File: src/rtl/alu_exec_stage.sv
// alu_exec_stage
// Execute-stage controller that drives a purely combinational ALU.
// One operation is accepted from decode at a time. Its operands and opcode
// are registered onto the ALU inputs, and the ALU results are captured one
// cycle later. The results are then handed to the register-file writeback
// port as one beat, or as two beats for MUL (low word first, then high word).
// This stage also owns the architectural C/Z/V flag register.
//
// Ports
//   clk, rst                      rising-edge clock, async active-high reset
//   in_valid/in_ready             decode handshake; in_ready only in IDLE
//   in_sel,in_a,in_b              ALU opcode and operands
//   in_rd,in_rd_hi                low/high word destinations (rd_hi: MUL only)
//   in_set_flags                  load C/Z/V from this operation
//   alu_a,alu_b,alu_sel           registered ALU inputs
//   alu_out0,alu_out1,alu_c/z/v   combinational ALU results
//   wb_valid/wb_ready             writeback handshake
//   wb_addr,wb_data               writeback beat
//   flag_c,flag_z,flag_v          architectural flags
module alu_exec_stage #(
  parameter int DATA_W  = 32,
  parameter int RADDR_W = 5
) (
  input  logic               clk,
  input  logic               rst,
  input  logic               in_valid,
  output logic               in_ready,
  input  logic [3:0]         in_sel,
  input  logic [DATA_W-1:0]  in_a,
  input  logic [DATA_W-1:0]  in_b,
  input  logic [RADDR_W-1:0] in_rd,
  input  logic [RADDR_W-1:0] in_rd_hi,
  input  logic               in_set_flags,
  output logic [DATA_W-1:0]  alu_a,
  output logic [DATA_W-1:0]  alu_b,
  output logic [3:0]         alu_sel,
  input  logic [DATA_W-1:0]  alu_out0,
  input  logic [DATA_W-1:0]  alu_out1,
  input  logic               alu_c,
  input  logic               alu_z,
  input  logic               alu_v,
  output logic               wb_valid,
  input  logic               wb_ready,
  output logic [RADDR_W-1:0] wb_addr,
  output logic [DATA_W-1:0]  wb_data,
  output logic               flag_c,
  output logic               flag_z,
  output logic               flag_v
);

  localparam logic [1:0] S_IDLE  = 2'd0;
  localparam logic [1:0] S_EXEC  = 2'd1;
  localparam logic [1:0] S_WB_LO = 2'd2;
  localparam logic [1:0] S_WB_HI = 2'd3;

  localparam logic [3:0] SEL_MUL = 4'd2;

  logic [1:0]         state_q, state_d;
  logic [DATA_W-1:0]  alu_a_q, alu_a_d;
  logic [DATA_W-1:0]  alu_b_q, alu_b_d;
  logic [3:0]         alu_sel_q, alu_sel_d;
  logic [DATA_W-1:0]  res_lo_q, res_lo_d;
  logic [DATA_W-1:0]  res_hi_q, res_hi_d;
  logic [RADDR_W-1:0] rd_q, rd_d;
  logic [RADDR_W-1:0] rd_hi_q, rd_hi_d;
  logic               set_flags_q, set_flags_d;
  logic               flag_c_q, flag_c_d;
  logic               flag_z_q, flag_z_d;
  logic               flag_v_q, flag_v_d;

  // Register 0 is hard-wired, so a beat addressed to it is skipped entirely
  // instead of being presented on the writeback port.
  logic lo_beat;
  logic hi_beat;
  assign lo_beat = (rd_q != '0);
  assign hi_beat = (alu_sel_q == SEL_MUL) && (rd_hi_q != '0);

  always_comb begin
    state_d     = state_q;
    alu_a_d     = alu_a_q;
    alu_b_d     = alu_b_q;
    alu_sel_d   = alu_sel_q;
    res_lo_d    = res_lo_q;
    res_hi_d    = res_hi_q;
    rd_d        = rd_q;
    rd_hi_d     = rd_hi_q;
    set_flags_d = set_flags_q;
    flag_c_d    = flag_c_q;
    flag_z_d    = flag_z_q;
    flag_v_d    = flag_v_q;

    case (state_q)
      S_IDLE: begin
        if (in_valid) begin
          alu_a_d     = in_a;
          alu_b_d     = in_b;
          alu_sel_d   = in_sel;
          rd_d        = in_rd;
          rd_hi_d     = in_rd_hi;
          set_flags_d = in_set_flags;
          state_d     = S_EXEC;
        end
      end
      S_EXEC: begin
        // The ALU has had a full cycle to settle on the registered operands.
        res_lo_d = alu_out0;
        res_hi_d = alu_out1;
        if (set_flags_q) begin
          flag_c_d = alu_c;
          flag_z_d = alu_z;
          flag_v_d = alu_v;
        end
        if (lo_beat) begin
          state_d = S_WB_LO;
        end else if (hi_beat) begin
          state_d = S_WB_HI;
        end else begin
          state_d = S_IDLE;
        end
      end
      S_WB_LO: begin
        if (wb_ready) begin
          state_d = hi_beat ? S_WB_HI : S_IDLE;
        end
      end
      S_WB_HI: begin
        if (wb_ready) begin
          state_d = S_IDLE;
        end
      end
      default: state_d = S_IDLE;
    endcase
  end

  always_ff @(posedge clk or posedge rst) begin
    if (rst) begin
      state_q     <= S_IDLE;
      alu_a_q     <= '0;
      alu_b_q     <= '0;
      alu_sel_q   <= '0;
      res_lo_q    <= '0;
      res_hi_q    <= '0;
      rd_q        <= '0;
      rd_hi_q     <= '0;
      set_flags_q <= 1'b0;
      flag_c_q    <= 1'b0;
      flag_z_q    <= 1'b0;
      flag_v_q    <= 1'b0;
    end else begin
      state_q     <= state_d;
      alu_a_q     <= alu_a_d;
      alu_b_q     <= alu_b_d;
      alu_sel_q   <= alu_sel_d;
      res_lo_q    <= res_lo_d;
      res_hi_q    <= res_hi_d;
      rd_q        <= rd_d;
      rd_hi_q     <= rd_hi_d;
      set_flags_q <= set_flags_d;
      flag_c_q    <= flag_c_d;
      flag_z_q    <= flag_z_d;
      flag_v_q    <= flag_v_d;
    end
  end

  // Handshake outputs are decoded from state alone, so they are glitch-free
  // and stay stable while the register file stalls.
  assign in_ready = (state_q == S_IDLE);
  assign wb_valid = (state_q == S_WB_LO) || (state_q == S_WB_HI);
  assign wb_addr  = (state_q == S_WB_HI) ? rd_hi_q  : rd_q;
  assign wb_data  = (state_q == S_WB_HI) ? res_hi_q : res_lo_q;

  assign alu_a   = alu_a_q;
  assign alu_b   = alu_b_q;
  assign alu_sel = alu_sel_q;
  assign flag_c  = flag_c_q;
  assign flag_z  = flag_z_q;
  assign flag_v  = flag_v_q;

endmodule
File: config.mk
export PLATFORM = sky130hd
export DESIGN_NAME = alu_exec_stage
export DESIGN_NICKNAME = d
export VERILOG_FILES = /design/src/rtl/alu_exec_stage.sv
export SDC_FILE = /design/constraint.sdc
export NUM_CORES = 1
export LEC_CHECK = 0
export CAP_MARGIN = 25
export CELL_PAD_IN_SITES_DETAIL_PLACEMENT = 2
export CELL_PAD_IN_SITES_GLOBAL_PLACEMENT = 2
export CORE_MARGIN = 3
export CORE_UTILIZATION = 30
export CTS_BUF_LIST = sky130_fd_sc_hd__clkbuf_4 sky130_fd_sc_hd__clkbuf_8 sky130_fd_sc_hd__clkbuf_16
export CTS_CLUSTER_SIZE = 24
export DETAILED_ROUTE_END_ITERATION = 6
export PLACE_DENSITY = 0.84
export SETUP_SLACK_MARGIN = 0.3
export SLEW_MARGIN = 20
export SYNTH_ARGS = -nofsm -noshare
export SYNTH_HDL_FRONTEND = slang
export SYNTH_SLANG_ARGS = --single-unit
File: constraint.sdc
create_clock -name clk -period 9.13 [get_ports clk]
set_clock_uncertainty 0.15 [all_clocks]
set_input_delay 1.826 -clock clk [delete_from_list [all_inputs] [get_ports clk]]
set_output_delay 1.826 -clock clk [all_outputs]
set_load 0.05 [all_outputs]
==> results.md <==
* Seq/Total Area, Yosys at 61.2%
* Tot GR Track Use at 17.6%
* Mapped Cells at 374
* Later-pin clock latency in the skew report at 0.41 ns
* Clock Path Buffers at 2
* Initial Util at 30.8%
* Fraction of registers with async set/reset at 100%
* Post-CTS Setup Bufs at 0
* Layout cells sized above 1 at 34.6%
* R2R setup slack at 6.73 ns
* Synth top area share at 61.2%
* TNS Setup at 0 ns
* Worst hold path type: register to register
* Peak supply drop at 0.195 mV
* Clock sinks at 148
* Total core area at 0.0197 mm2
* Initial antenna violation count at 0
* Vias/cell at 4.55
* # IOs at 260
* Clk root buf: clkbuf_16
* Slew at the pin closest to its max-slew limit at 0.828 ns
* Routed wire length at 19.2 mm
* Global-route wire length before repair at 29.7 mm
* Dominant synthesized flop cell: dfrtp_1
* RSZ-0062 raised after global routing: no
* Yosys warning total at 0
* Max-slew headroom at 44.8%
* Status: finished clean
* Vias in the first global route at 5,028
* Area contributors post-synth: dfrtp_1, mux2_2, buf_6, buf_4, buf_2
* Minimum clock period after layout at 4.51 ns
* Area grow syn2layout at 57.4%
* RD Place Congestion at 0.740
* DR WL/cell at 21.0 um
* Final Net Count at 785
* # setup viols final at 0
* Commonest cells in the netlist: mux2_2, dfrtp_1, buf_4, buf_6, buf_2
* Final slew viol count at 0
* DR vias at 4,150
* Final period util at 49.4%
* Mapped Avg Cell Area at 16.2 um2
* Drt initial violations at 67
* Post-synth EDFFs at 0
* Final hold vios at 0
* Fillers at 1,923
* DRC Markers at 0
* Largest area contributor in the netlist: dfrtp_1
* FF+latch count, synth at 148
* Fmax at 0.222 GHz
* Grt ovf at 0
* Diodes inserted at 0
* Worst Setup Start Kind: register
* Horiz. Die Dim at 148 um
* Die height at 148 um
* Most frequent cell after synthesis: mux2_2
* Placement Rows at 51
* Routed Antenna Nets at 0
* CTS tree: yes
* CP Data Required Time at 7.15 ns
* Die area at 0.0219 mm2
* Cell total after placement at 879
* Clock-pin transition on the worst setup and hold timing paths at 0.06 ns
* Net Count, Synth at 524
* Post-cts resize count at 0
* Max-Cap Viols at 0
* Post-Synthesis Cell Area at 0.00605 mm2
* Critical path arrival at 2.53 ns
* Crit path kind: register to output port
* Synth unique cells at 21
* CTS buffer count at 17
* HPWL Detailed at 14.0 mm
* Largest net degree at the start of global routing at 89
* Leakage power figure at 3.85 nW
* Pwr dens at 459 mW/mm2
* Non-Filler Instances at 913
* Port Buf Inserts at 259
* Hold Buf Count CTS at 0
* Critical Path End Type: output port
* Max FO, Critical Path at 32
* H-Tree Depth at 4
* Drt pass-1 iters at 4
layout make-up:
type | instances | area (um2) | area share [%]
well taps | 265 | 332 | 3.48
clock inverters | 13 | 196 | 2.06
multi-input cells | 204 | 2190 | 23.0
clock buffers | 19 | 440 | 4.62
inverters | 1 | 8.76 | 0.0919
flip-flops and latches | 148 | 3700 | 38.9
repair buffers | 263 | 2660 | 27.9
path summary, 6_finish.rpt:
kind                                 start      endpoint  cells after the start
worst max-delay path            state_q[1]   wb_data[25]                      4
max in group asynchronous              rst   res_hi_q[0]                      3
worst min register to register   alu_b[13]     alu_b[13]                      1
worst max register to register  state_q[1]  res_hi_q[16]                      3
min in group asynchronous              rst      alu_b[1]                      2
worst min-delay path             alu_b[13]     alu_b[13]                      1
cell usage in the layout, fill, tap and decap left out, drive strengths merged, types with 3 or more instances in the layout:
master         Yosys  routed
clkdlybuf4s50      0     259
inv                1       5
clkinv             0       3
nor2               4       4
clkbuf             1      19
mux2             183     183
dfrtp            148     148
buf               20       4
nand2              3       3
bufinv             0       4
stage by stage:
stage	instance area [um2]	hold slack [ns]	setup WS [ns]	utilization [%]	total power, W
4_1_cts	9480	0.360	4.25	48.2	0.00442
3_3_place_gp	8840	0.337	4.83	45.0	0.00353
5_1_grt	9530	0.368	4.51	48.5	0.00459
2_1_floorplan	6050	0.325	3.17	-	0.00282
3_5_place_dp	8840	0.341	4.72	45.0	0.00363
6_report	9530	0.355	4.62	48.5	0.00437
critical path, stage by stage, from the launching register on:
cell and delay [ns]:
dfrtp_1 0.48, nand2_2 0.28, buf_12 0.25, mux2_2 0.38
clkdlybuf4s50_1 0.72
routing by layer:
| layer | global-route usage, % | vias to the layer above | routed length, um |
|---|---|---|---|
| met5 | 0 | - | 0 |
| met4 | 3.83 | 0 | 185 |
| met3 | 8.28 | 18 | 1810 |
| met2 | 30.4 | 179 | 9680 |
| met1 | 20.1 | 2107 | 7470 |
| li1 | - | 1846 | - |
power breakdown:
group	switching, W	leakage (nW)	internal (W)	total, W
Sequential	0.000210	1.74	0.000998	0.00121
Clock	0.000293	0.306	0.000469	0.000762
Combinational	0.00143	1.80	0.000973	0.00240
sequential cells by signal, indices dropped and copies added, names as in the netlist:
register,flops
alu_a,32
alu_b,32
alu_sel,4
flag_c,1
flag_v,1
flag_z,1
rd_hi_q,5
rd_q,5
res_hi_q,32
res_lo_q,32
set_flags_q,1
state_q,2
cells by family (layout without fill, tap and decap cells):
logic type / Yosys count / after routing / synth area share (%)
compound gates: 3 / 3 / 0.289
buf+inv: 22 / 296 / 2.79
flops: 148 / 148 / 61.2
mux: 183 / 183 / 34.1
simple gates: 18 / 18 / 1.65
No activity file was read; power rests on OpenSTA's default activity.
